### src/rtl/hier_node_sequencer.sv
// Hierarchy node that launches NUM_CHILDREN children sequentially or in parallel through a
// start/done handshake, with a per-child (sequential) or per-run (parallel) timeout watchdog.
module hier_node_sequencer #(
  parameter int unsigned NUM_CHILDREN = 5,
  parameter int unsigned TIMEOUT_W    = 8
) (
  input  logic                    clk,
  input  logic                    rst,
  input  logic                    start_i,
  input  logic                    mode_i,
  input  logic [TIMEOUT_W-1:0]    timeout_i,
  output logic [NUM_CHILDREN-1:0] child_start_o,
  input  logic [NUM_CHILDREN-1:0] child_done_i,
  output logic                    busy_o,
  output logic                    done_o,
  output logic                    error_o,
  output logic [NUM_CHILDREN-1:0] fail_mask_o
);

  localparam int unsigned IdxW = (NUM_CHILDREN > 1) ? $clog2(NUM_CHILDREN) : 1;
  localparam logic [IdxW-1:0] LastIdx = IdxW'(NUM_CHILDREN - 1);

  typedef enum logic [1:0] {StIdle, StLaunch, StWait, StFinish} state_e;

  state_e                  state_q, state_d;
  logic                    mode_q, mode_d;
  logic [TIMEOUT_W-1:0]    tmo_q, tmo_d;
  logic [TIMEOUT_W-1:0]    cnt_q, cnt_d;
  logic [IdxW-1:0]         idx_q, idx_d;
  logic [NUM_CHILDREN-1:0] cap_q, cap_d;
  logic [NUM_CHILDREN-1:0] fail_q, fail_d;

  logic [NUM_CHILDREN-1:0] cap_all;
  logic                    complete;
  logic                    expire;

  always_comb begin
    state_d       = state_q;
    mode_d        = mode_q;
    tmo_d         = tmo_q;
    cnt_d         = cnt_q;
    idx_d         = idx_q;
    cap_d         = cap_q;
    fail_d        = fail_q;
    child_start_o = '0;
    busy_o        = 1'b0;
    done_o        = 1'b0;

    cap_all  = cap_q | child_done_i;
    complete = mode_q ? (&cap_all) : child_done_i[idx_q];
    // A completion in the expiry cycle wins; timeout 0 disables expiry entirely.
    expire   = (tmo_q != '0) && (cnt_q == tmo_q - TIMEOUT_W'(1)) && !complete;

    unique case (state_q)
      StIdle: begin
        if (start_i) begin
          mode_d  = mode_i;
          tmo_d   = timeout_i;
          fail_d  = '0;
          cap_d   = '0;
          idx_d   = '0;
          state_d = StLaunch;
        end
      end
      StLaunch: begin
        busy_o        = 1'b1;
        child_start_o = mode_q ? '1 : (NUM_CHILDREN'(1) << idx_q);
        cnt_d         = '0;
        state_d       = StWait;
      end
      StWait: begin
        busy_o = 1'b1;
        cap_d  = cap_all;
        if (cnt_q != '1) begin
          cnt_d = cnt_q + TIMEOUT_W'(1);
        end
        if (mode_q) begin
          if (complete) begin
            state_d = StFinish;
          end else if (expire) begin
            fail_d  = ~cap_all;
            state_d = StFinish;
          end
        end else if (complete || expire) begin
          if (expire) begin
            fail_d[idx_q] = 1'b1;
          end
          if (idx_q == LastIdx) begin
            state_d = StFinish;
          end else begin
            idx_d   = idx_q + IdxW'(1);
            state_d = StLaunch;
          end
        end
      end
      StFinish: begin
        done_o  = 1'b1;
        state_d = StIdle;
      end
      default: state_d = StIdle;
    endcase
  end

  always_ff @(posedge clk) begin
    if (rst) begin
      state_q <= StIdle;
      mode_q  <= 1'b0;
      tmo_q   <= '0;
      cnt_q   <= '0;
      idx_q   <= '0;
      cap_q   <= '0;
      fail_q  <= '0;
    end else begin
      state_q <= state_d;
      mode_q  <= mode_d;
      tmo_q   <= tmo_d;
      cnt_q   <= cnt_d;
      idx_q   <= idx_d;
      cap_q   <= cap_d;
      fail_q  <= fail_d;
    end
  end

  assign fail_mask_o = fail_q;
  assign error_o     = |fail_q;

endmodule

### config.mk
export PLATFORM = sky130hd
export DESIGN_NAME = hier_node_sequencer
export DESIGN_NICKNAME = d
export VERILOG_FILES = /design/src/rtl/hier_node_sequencer.sv
export SDC_FILE = /design/constraint.sdc
export NUM_CORES = 1
export LEC_CHECK = 0
export CORE_MARGIN = 2
export CORE_UTILIZATION = 50
export CTS_CLUSTER_DIAMETER = 30
export DETAILED_ROUTE_END_ITERATION = 7
export GPL_TIMING_DRIVEN = 0
export PLACE_DENSITY = 0.8
export REMOVE_ABC_BUFFERS = 1
export SKIP_LAST_GASP = 1
export SLEW_MARGIN = 20
export SYNTH_ARGS = -nofsm -noshare
export SYNTH_HDL_FRONTEND = slang
export SYNTH_SLANG_ARGS = --single-unit
### constraint.sdc
create_clock -name clk -period 2.45 [get_ports clk]
set_input_delay 0.49 -clock clk [delete_from_list [all_inputs] [get_ports clk]]
set_output_delay 0.49 -clock clk [all_outputs]
set_load 0.005 [all_outputs]
* Word-level counts from Yosys, hierarchy flattened
Index checks and enable logic that the tools add are counted.
** Cells by class
- Add/subtract/negate cells :: 3
- Magnitude comparators :: 2
- Equal/unequal tests :: 15
- Shifts and indexed selects :: 1
- Muxes and demuxes :: 31
- Bitwise operators :: 3
- Reductions and logical operators :: 18
** Operators by type and width (count)
- 5-bit 2-to-1 mux :: 8
- 5-bit one-hot mux with 2 select lines :: 2
- 8-bit one-hot mux with 2 select lines :: 1
- 5-bit AND reduction :: 3
- 2-bit 2-to-1 mux :: 6
- 3-bit 2-to-1 mux :: 4
- 2-bit inequality test (second input constant) :: 6
- 5-bit bitwise OR :: 2
- 8-bit by 1-bit adder with 8-bit output (second input constant) :: 1
- 8-bit equality test :: 1
- 8-bit 2-to-1 mux :: 1
- 8-bit inequality test (second input constant) :: 1
- 2-bit one-hot mux with 4 select lines :: 1
- 8-bit nonzero test :: 1
- 8-bit by 1-bit subtractor with 8-bit output (second input constant) :: 1
- 3-bit inequality test (second input constant) :: 2
- 3-bit one-hot mux with 2 select lines :: 1
- 2-bit AND reduction :: 3
- 1-bit 2-to-1 mux :: 5
- 5-bit NOT :: 1
- 5-bit OR reduction :: 1
- 1-bit by 3-bit << shifter with 5-bit output (first input constant) :: 1
- 2-bit equality test (second input constant) :: 2
- 3-bit by 4-bit < comparator with 1-bit output (second input constant) :: 1
- 14 further kinds :: 17
** Word-level totals
- Flip-flop bits (word level) :: 32
- Bits of input ports :: 17
- Output and inout port bits :: 13
- Logic and storage cells :: 80

* Longest topological paths before layout
Gate-level depths: netlist of run 1.
- Depth in word-level cells :: 9
- Gate-level depth with buffers :: 8
- Mapped depth without buffers :: 8

* Worst setup path after synthesis of run 1
No wires, ideal clock.
- Path kind :: flip-flop to flip-flop
- Start point :: register tmo_q[0]
- End point :: register fail_q[1] (netlist: fail_mask_o[1])
- Library setup time :: 0.114 ns
- Arrival time :: 1.907 ns
- Data required time :: 2.336 ns
- Setup slack :: 0.428 ns
- Cell stages (with the launch flop) :: 8
- Buffers on the path :: 0
- Clock period less this slack :: 2.022 ns
- Path through :: dfxtp_1 > inv_1 > ha_1 > mux2_4 > o21a_4 > nor4_4 > a31oi_2 > a21bo_1
** Between the ends
- Cells in the longest elaborated chain, start to end :: 7
- Elaborated cells between the ends (all ways) :: 9
- Classes of those cells :: 1 x add/sub; 3 x eq/ne; 5 x reduce/logical
** Ends and longest elaborated chain
- start, declared :: RTL line 27 : logic [TIMEOUT_W-1:0] tmo_q, tmo_d;
- start signal, assigned :: RTL line 116 : tmo_q <= tmo_d;
- 8-bit by 1-bit subtractor with 8-bit output :: RTL line 52 : expire = (tmo_q != '0) && (cnt_q == tmo_q - TIMEOUT_W'(1)) && !complete;
- 8-bit equality test :: RTL line 52
- 1-bit logical AND (*) (2 in series) :: RTL line 52
- 1-bit logical OR :: RTL line 84 : end else if (complete || expire) begin
- 3-bit inequality test (no line)
- 5-bit AND reduction (no line) (*)
- end signal, assigned :: RTL line 120 : fail_q <= fail_d;
- end, declared :: RTL line 31 : logic [NUM_CHILDREN-1:0] fail_q, fail_d;
Every way passes the cells marked *; elsewhere a longest branch is shown, timed or not.
A chain may end at the register's enable or synchronous reset.

* Worst setup path after layout of run 1
- Start point :: register tmo_q[0]
- End point :: register state_q[0]
** Between the ends
- Cells in the longest elaborated chain, start to end :: 7
- Elaborated cells between the ends (all ways) :: 9
- Classes of those cells :: 1 x add/sub; 3 x eq/ne; 5 x reduce/logical
** Ends and longest elaborated chain
- 8-bit by 1-bit subtractor with 8-bit output :: RTL line 52
- 8-bit equality test :: RTL line 52
- 1-bit logical AND (*) (2 in series) :: RTL line 52
- 1-bit logical OR :: RTL line 84
- 3-bit inequality test (no line)
- 3-bit AND reduction (no line) (*)
- end signal, assigned :: RTL line 106 : state_q <= StIdle;
- end signal, assigned :: RTL line 114 : state_q <= state_d;
- end, declared :: RTL line 25 : state_e state_q, state_d;
Marks and branches as above.

==> results of run 1 <==
## logic make-up after synthesis
| logic type | share of synthesized area (%) |
|---|---|
| AND/OR/NAND/NOR | 26.5 |
| AO/OA/AOI/OAI | 22.9 |
| flip-flops | 30.7 |
| buffers and inverters | 4.26 |
| XOR/XNOR | 6.18 |
| adder cells (fa/ha/maj) | 7.80 |
| multiplexers | 1.68 |
## registers in the layout, indices dropped and copies added (netlist names)
register / cells
cnt_q: 8
mode_q: 1
fail_mask_o: 5
state_q: 2
idx_q: 3
cap_q: 5
tmo_q: 8
## power by group through the flow
stage | logic, mW | clock network [mW] | registers (mW)
6_report | 0.489 | 0.430 | 0.601
5_1_grt | 0.539 | 0.461 | 0.607
4_1_cts | 0.484 | 0.436 | 0.601
3_5_place_dp | 0.475 | 0 | 0.613
3_3_place_gp | 0.466 | 0 | 0.611
2_1_floorplan | 0.342 | 0 | 0.600
## path summary, 6_finish.rpt
kind | start | endpoint | slack [ps] | cells past startpoint
setup / recovery | tmo_q[0] | state_q[0] | 160 | 9
hold / removal | tmo_q[7] | tmo_q[7] | 490 | 2
setup reg to reg | tmo_q[0] | state_q[0] | 160 | 9
hold reg to reg | tmo_q[7] | tmo_q[7] | 490 | 2
## worst max-delay path, delay by kind of cell, from the launching register on
| kind | cells | cell delay, ps |
|---|---|---|
| compound gates | 2 | 390 |
| xor+xnor | 1 | 220 |
| fa+ha+maj | 1 | 260 |
| buf+inv | 2 | 290 |
| flops | 1 | 410 |
| simple gates | 3 | 600 |
## cell type report
class | instances | area [sq um]
clock buffer | 8 | 90.1
inverter | 9 | 33.8
multi-input combinational | 197 | 1370
sequential | 32 | 646
tap | 50 | 62.6
fill | 345 | 1500
timing repair buffer | 30 | 298
## routing by layer
| metal | GRT usage [%] | vias up |
|---|---|---|
| li1 | - | 954 |
| met1 | 28.1 | 864 |
| met2 | 32.3 | 31 |
| met3 | 4.87 | 4 |
| met4 | 9.00 | 0 |
| met5 | 0 | - |
## through the flow
step                      setup slack, ps  setup TNS, ps  cell area, sq um  cells
after detailed placement             -305          -1270              2380    317
after floorplan                       191              0              2030    238
final                                 159              0              2500    326
after CTS                            19.9              0              2480    325
after global routing                 12.0              0              2500    326
after global placement               -271          -1050              2380    317
## cell usage in the layout (no fill, tap or decap), types with 3 or more instances in the layout
cell type,n
nand2_1,26
nand2b_1,7
clkbuf_8,6
nand3b_1,3
clkdlybuf4s50_1,29
ha_1,12
inv_1,9
nor4_1,3
nor3_1,10
xor2_1,7
nand4_1,5
a21oi_1,28
nor3b_1,3
o22ai_1,3
xnor2_1,4
nor2_1,14
o21ai_0,6
and2_1,3
nor2b_1,7
o31ai_1,6
dfxtp_1,30
nand3_1,7
## repair_timing
action / in CTS / in global routing
gates resized for setup: 3 / 5
endpoints found under the setup margin: 6 / 6
hold endpoints to repair: 0 / 0
buffers inserted: 0 / 1
pin swaps: 0 / 1
==> impl_metrics.prom, run 1 <==
# TYPE chip_impl_metric gauge
chip_impl_info{name="status",value="finished, final reports clean"} 1
chip_impl_metric{name="power.density",unit="mW/mm^2"} 608
chip_impl_metric{name="crit_fanout",unit=""} 6
chip_impl_metric{name="combPwrFrac",unit="%"} 32.2
chip_impl_metric{name="num_io_pins",unit=""} 30
chip_impl_metric{name="detail-route-antenna-nets",unit=""} 0
chip_impl_metric{name="met2_wirelength",unit="um"} 2100
chip_impl_metric{name="path_clk_slew",unit="ps"} 70
chip_impl_info{name="topRoutingLayerUsed",value="met4"} 1
chip_impl_metric{name="slew_violations",unit=""} 0
chip_impl_metric{name="cts_num_sinks",unit=""} 32
chip_impl_metric{name="layout_min_cycle_time",unit="ps"} 2290
chip_impl_metric{name="cts-buffers-inserted",unit=""} 5
chip_impl_info{name="synth_area_leaders",value="dfxtp_1 (31%), ha_1 (7.8%), a21oi_1 (7.0%)"} 1
chip_impl_metric{name="io_buffers",unit=""} 29
chip_impl_metric{name="synth.yosys.seq_area_share",unit="%"} 30.7
chip_impl_metric{name="grt_max_degree",unit=""} 30
chip_impl_metric{name="wirelength_met1",unit="um"} 2300
chip_impl_metric{name="detail_route.vias_per_cell",unit=""} 5.68
chip_impl_metric{name="met3RoutedLength",unit="um"} 145
chip_impl_metric{name="power",unit="mW"} 1.52
chip_impl_metric{name="worstPathRequired",unit="ps"} 2620
chip_impl_metric{name="clock_path_buffers",unit=""} 2
chip_impl_metric{name="fin_worst_hold_slack",unit="ps"} 494
chip_impl_metric{name="postSynthCellCount",unit=""} 250
chip_impl_metric{name="globalRouteTotalUtil",unit="%"} 21.1
chip_impl_metric{name="max_stage_delay",unit="ps"} 410
chip_impl_info{name="worst-setup-path-type",value="reg2reg"} 1
chip_impl_metric{name="ys_ff_latch",unit=""} 32
chip_impl_metric{name="worst_clock_skew",unit="ps"} 4.01
chip_impl_metric{name="switchingPower",unit="uW"} 518
chip_impl_metric{name="antenna-diode-count",unit=""} 0
chip_impl_metric{name="globalplace.congestion",unit=""} 0.843
chip_impl_info{name="synthMostInstantiatedCell",value="dfxtp_1"} 1
chip_impl_info{name="timing.critical_path.cells",value="inv_1 -> ha_1 -> nor3b_1 -> xnor2_1 -> nand4_1 -> nor4_4 -> buf_4 -> o31ai_1 -> a221oi_1"} 1
chip_impl_metric{name="max_freq",unit="MHz"} 437
chip_impl_metric{name="vias",unit=""} 1853
chip_impl_metric{name="floorplan.core_area",unit="sq mm"} 0.00400
chip_impl_metric{name="drive_above_1_share",unit="%"} 10.5
chip_impl_info{name="cts_tree",value="yes"} 1
chip_impl_metric{name="power_leakage",unit="nW"} 0.908
chip_impl_metric{name="period_share",unit="%"} 93.5
chip_impl_metric{name="final-setup-viol-count",unit=""} 0
chip_impl_metric{name="synthesis.area",unit="sq mm"} 0.00209
chip_impl_metric{name="post_synth.cell_area_avg",unit="sq um"} 8.34
chip_impl_metric{name="core.rowCount",unit=""} 23
chip_impl_metric{name="dr.first_iter.drc_count",unit=""} 161
chip_impl_metric{name="first_pass_grt_wire_length",unit="um"} 7410
chip_impl_info{name="end_kind",value="flop"} 1
chip_impl_info{name="synthDominantAreaCellType",value="dfxtp_1"} 1
chip_impl_metric{name="synth_enable_flop_cells",unit=""} 0
chip_impl_metric{name="worst_slew_pin_slew",unit="ps"} 1050
chip_impl_metric{name="area_growth",unit="%"} 19.9
chip_impl_info{name="unrepaired_setup_endpoints_after_global_routing",value="no"} 1
chip_impl_metric{name="die_area",unit="sq mm"} 0.00470
chip_impl_metric{name="synthDistinctLibCells",unit=""} 54
chip_impl_metric{name="internal_power",unit="mW"} 1.00
chip_impl_info{name="post_synth_most_frequent_cells",value="dfxtp_1 (32), a21oi_1 (29), nand2_1 (26)"} 1
chip_impl_metric{name="routed_wire_length_per_instance",unit="um"} 14.1
chip_impl_metric{name="irDropWorstVdd",unit="V"} 0.000320
chip_impl_metric{name="die_height",unit="um"} 68.6
chip_impl_metric{name="cp.arrival",unit="ps"} 2460
chip_impl_metric{name="maxCapViolations",unit=""} 0
chip_impl_metric{name="overflow",unit=""} 0
chip_impl_metric{name="antenna_violations_before_repair",unit=""} 0
chip_impl_metric{name="hold_viol_final",unit=""} 0
chip_impl_metric{name="fin_util",unit="%"} 62.5
chip_impl_metric{name="start_util",unit="%"} 52.1
chip_impl_metric{name="synth_async_sr_flop_share",unit="%"} 0
chip_impl_metric{name="relSlewSlack",unit="%"} 29.6
chip_impl_metric{name="synth_largest_type_area_fraction",unit="%"} 30.7
chip_impl_info{name="clk_root_buffer_cell",value="clkbuf_8"} 1
chip_impl_info{name="yosys_most_used_dff",value="dfxtp_1"} 1
chip_impl_info{name="critical_path.startpoint_type",value="flop"} 1
chip_impl_metric{name="clock_power_share",unit="%"} 28.3
chip_impl_metric{name="die_span_x",unit="um"} 68.6
chip_impl_metric{name="dpl.hpwl",unit="um"} 3280
chip_impl_metric{name="first_global_vias",unit=""} 1643
chip_impl_metric{name="p_sw_share",unit="%"} 34.1
chip_impl_metric{name="drt_drc_violations_left",unit=""} 0
chip_impl_metric{name="power.share.sequential",unit="%"} 39.6
chip_impl_info{name="critical_path.slowest_cell",value="dfxtp_1"} 1
chip_impl_metric{name="drt-total-wl",unit="um"} 4590
chip_impl_metric{name="nNetsFinal",unit=""} 305
chip_impl_info{name="holdCritPathClass",value="reg2reg"} 1
chip_impl_metric{name="dr.pass1.iters",unit=""} 4
chip_impl_metric{name="worst_skew_pair_later_pin_latency",unit="ps"} 290
chip_impl_metric{name="synth.yosys.warnings",unit=""} 0
chip_impl_metric{name="holdBufCountCts",unit=""} 0
chip_impl_metric{name="h_tree_levels",unit=""} 2
No activity file was read; power rests on OpenSTA's default activity.
==> inputs of run 2 (changes only) <==
CAP_MARGIN = 10   (was not set)
==> results of run 2 <==
Final layout, timing and power as in run 1 (identical DEF).
==> inputs of run 3 (changes only) <==
--- a/config.mk
+++ b/config.mk
@@ -12,2 +12,3 @@
 export DETAILED_ROUTE_END_ITERATION = 7
+export GPL_ROUTABILITY_DRIVEN = 0
 export GPL_TIMING_DRIVEN = 0
@@ -16,3 +17,3 @@
 export SKIP_LAST_GASP = 1
-export SLEW_MARGIN = 20
+export SLEW_MARGIN = 10
 export SYNTH_ARGS = -nofsm -noshare
==> constraint.sdc (replaced) <==
create_clock -name clk -period 2.45 [get_ports clk]
set_input_delay 0.6125 -clock clk [delete_from_list [all_inputs] [get_ports clk]]
set_output_delay 0.6125 -clock clk [all_outputs]
set_load 0.005 [all_outputs]
==> impl_metrics.prom, run 3 (same netlist as run 1, synthesis figures left out) <==
# TYPE chip_impl_metric gauge
chip_impl_metric{name="switchingPower",unit="uW"} 513
chip_impl_metric{name="num-fill-cells",unit=""} 344
chip_impl_metric{name="worstPathRequired",unit="ps"} 2680
chip_impl_metric{name="worst-path-stages",unit=""} 7
chip_impl_metric{name="maxCapViolations",unit=""} 0
chip_impl_metric{name="antenna-diode-count",unit=""} 0
chip_impl_metric{name="hold_path_depth",unit=""} 2
chip_impl_info{name="status",value="finished, final reports clean"} 1
chip_impl_metric{name="slew_violations",unit=""} 0
chip_impl_metric{name="internal_power",unit="mW"} 1.00
chip_impl_metric{name="timing.reg2reg.setup_slack",unit="ps"} 160
chip_impl_metric{name="area_growth",unit="%"} 20.5
chip_impl_metric{name="first_global_vias",unit=""} 1646
chip_impl_metric{name="clock_path_buffers",unit=""} 2
chip_impl_info{name="r2r_start",value="tmo_q[0]"} 1
chip_impl_metric{name="hold_viol_final",unit=""} 0
chip_impl_metric{name="die_area",unit="sq mm"} 0.00470
chip_impl_info{name="critical_path.startpoint",value="start_i"} 1
chip_impl_metric{name="max_stage_delay",unit="ps"} 510
chip_impl_info{name="layout_commonest_cell",value="clkdlybuf4s50_1"} 1
chip_impl_metric{name="overflow",unit=""} 0
chip_impl_metric{name="worst_slew_pin_slew",unit="ps"} 1070
chip_impl_metric{name="num_io_pins",unit=""} 30
chip_impl_info{name="timing.critical_path.cells",value="clkdlybuf4s50_1 -> nand2_1 -> o21ai_2 -> nand2_1 -> a211oi_2 -> o311ai_0 -> a21bo_1"} 1
chip_impl_metric{name="max_freq",unit="MHz"} 430
chip_impl_metric{name="detail-route-antenna-nets",unit=""} 0
chip_impl_metric{name="dr.pass1.iters",unit=""} 4
chip_impl_metric{name="final-setup-viol-count",unit=""} 0
chip_impl_metric{name="area_occupied_by_multi_input_gates",unit="sq mm"} 0.00137
chip_impl_metric{name="fin_worst_hold_slack",unit="ps"} 492
chip_impl_metric{name="path_buf_inv",unit=""} 1
chip_impl_metric{name="core.rowCount",unit=""} 23
chip_impl_metric{name="vias",unit=""} 1864
chip_impl_metric{name="cp.arrival",unit="ps"} 2560
chip_impl_metric{name="stdcell_area",unit="sq mm"} 0.00251
chip_impl_metric{name="path_clk_slew",unit="ps"} 70
chip_impl_metric{name="die_height",unit="um"} 68.6
chip_impl_metric{name="worst_clock_skew",unit="ps"} 2.98
chip_impl_info{name="cts_tree",value="yes"} 1
chip_impl_metric{name="power.share.sequential",unit="%"} 39.6
chip_impl_metric{name="start_util",unit="%"} 52.1
chip_impl_info{name="rr_endpoint",value="state_q[0]"} 1
chip_impl_info{name="largest_registers",value="cnt_q (8), tmo_q (8)"} 1
chip_impl_metric{name="h_tree_levels",unit=""} 2
chip_impl_metric{name="setup_tns",unit="ps"} 0
chip_impl_metric{name="floorplan.core_area",unit="sq mm"} 0.00400
chip_impl_metric{name="r2r_cells",unit=""} 9
chip_impl_metric{name="drt-total-wl",unit="um"} 4590
chip_impl_info{name="cp_common_cell",value="nand2_1"} 1
chip_impl_info{name="critical_path.slowest_cell",value="clkdlybuf4s50_1"} 1
chip_impl_metric{name="nNetsFinal",unit=""} 306
chip_impl_metric{name="routed_wire_length_per_instance",unit="um"} 14.0
chip_impl_metric{name="layout.area.seq",unit="sq um"} 648
chip_impl_metric{name="irDropWorstVdd",unit="V"} 0.000314
chip_impl_metric{name="drt_drc_violations_left",unit=""} 0
chip_impl_metric{name="power.density",unit="mW/mm^2"} 604
chip_impl_metric{name="globalRouteTotalUtil",unit="%"} 21.2
chip_impl_metric{name="holdBufCountCts",unit=""} 0
chip_impl_metric{name="place_area",unit="sq mm"} 0.00238
chip_impl_info{name="highest_count_cells_in_the_layout_ignoring_fill_and_taps",value="clkdlybuf4s50_1 (29), a21oi_1 (28), dfxtp_1 (28)"} 1
chip_impl_metric{name="first_pass_grt_wire_length",unit="um"} 7460
chip_impl_info{name="end_kind",value="flop"} 1
chip_impl_info{name="worst_hold_startpoint",value="tmo_q[7]"} 1
chip_impl_metric{name="p_sw_share",unit="%"} 33.8
chip_impl_metric{name="crit_fanout",unit=""} 15
chip_impl_metric{name="cts-buffers-inserted",unit=""} 5
chip_impl_info{name="worst-setup-path-type",value="in2reg"} 1
chip_impl_metric{name="period_share",unit="%"} 95.0
chip_impl_metric{name="dr.first_iter.drc_count",unit=""} 140
chip_impl_info{name="hold-path-endpoint",value="tmo_q[7]"} 1
chip_impl_metric{name="layout_min_cycle_time",unit="ps"} 2330
chip_impl_metric{name="power_leakage",unit="nW"} 0.912
chip_impl_metric{name="die_span_x",unit="um"} 68.6
chip_impl_info{name="unrepaired_setup_endpoints_after_global_routing",value="no"} 1
chip_impl_metric{name="clock_power_share",unit="%"} 27.9
chip_impl_info{name="holdCritPathClass",value="reg2reg"} 1
chip_impl_metric{name="dpl.hpwl",unit="um"} 3280
chip_impl_metric{name="detail_route.vias_per_cell",unit=""} 5.70
chip_impl_metric{name="cts_num_sinks",unit=""} 32
chip_impl_info{name="clk_root_buffer_cell",value="clkbuf_8"} 1
chip_impl_info{name="timing.critical_path.max_delay_family",value="compound AO/OA/AOI/OAI gates"} 1
chip_impl_metric{name="drive_above_1_share",unit="%"} 12.3
chip_impl_metric{name="combPwrFrac",unit="%"} 32.4
chip_impl_metric{name="worst_skew_pair_later_pin_latency",unit="ps"} 280
chip_impl_metric{name="grt_max_degree",unit=""} 30
chip_impl_metric{name="relSlewSlack",unit="%"} 28.2
chip_impl_metric{name="power",unit="mW"} 1.52
chip_impl_metric{name="antenna_violations_before_repair",unit=""} 0
chip_impl_info{name="critical_path.startpoint_type",value="primary input"} 1
chip_impl_metric{name="io_buffers",unit=""} 29
## run 3: worst max-delay path by stage
| stage | end | slack (ps) |
|---|---|---|
| after floorplan | fail_mask_o[1] | 190 |
| after global placement | fail_mask_o[4] | -380 |
| after CTS | child_start_o[4] | 5 |
| final | fail_mask_o[4] | 120 |
| after global routing | fail_mask_o[4] | 6 |
| after detailed placement | fail_mask_o[4] | -400 |
## run 3: worst register-to-register path: stages, from the launching register on
cell and delay (ps):
dfxtp_1 410, inv_1 100, ha_1 250, nor3b_1 170, xnor2_1 220, nand4_1 170
nor4_4 260, buf_4 190, o31ai_1 70, a221oi_1 320
## run 3: per-layer routing
metal / routed length [um] / vias up / global-route usage (%) / part of all wire [%]
met5: 0 / - / 0 / 0
met2: 2140 / 32 / 32.3 / 47
met3: 180 / 2 / 5.03 / 3.9
li1: - / 958 / - / -
met4: 27 / 0 / 9.25 / 0.59
met1: 2250 / 872 / 28.4 / 49
## run 3: repair_timing
action / in CTS / in global routing
gates resized for setup: 6 / 6
endpoints found under the setup margin: 9 / 10
pin swaps: 0 / 2
buffers inserted: 0 / 2
## run 3: cell type report
type / instances / share of cell area, %
tap: 50 / 2.49
clock buffer: 8 / 3.58
timing repair buffer: 31 / 12.1
multi-input combinational: 197 / 54.7
sequential: 32 / 25.8
inverter: 9 / 1.34
## run 3: metrics by stage
stage / util, % / std cells / setup WS (ps)
global placement: 59.6 / 317 / -380
finish: 62.8 / 327 / 124
CTS: 62.2 / 325 / 4.59
floorplan: - / 238 / 191
detailed placement: 59.6 / 317 / -397
global route: 62.8 / 327 / 6.31
## run 3: power groups by stage
| stage | sequential (mW) | clock [mW] | combinational [mW] |
|---|---|---|---|
| after floorplan | 0.600 | 0 | 0.342 |
| after global placement | 0.611 | 0 | 0.466 |
| after detailed placement | 0.613 | 0 | 0.475 |
| after CTS | 0.600 | 0.436 | 0.488 |
| after global routing | 0.608 | 0.461 | 0.542 |
| final | 0.602 | 0.424 | 0.492 |
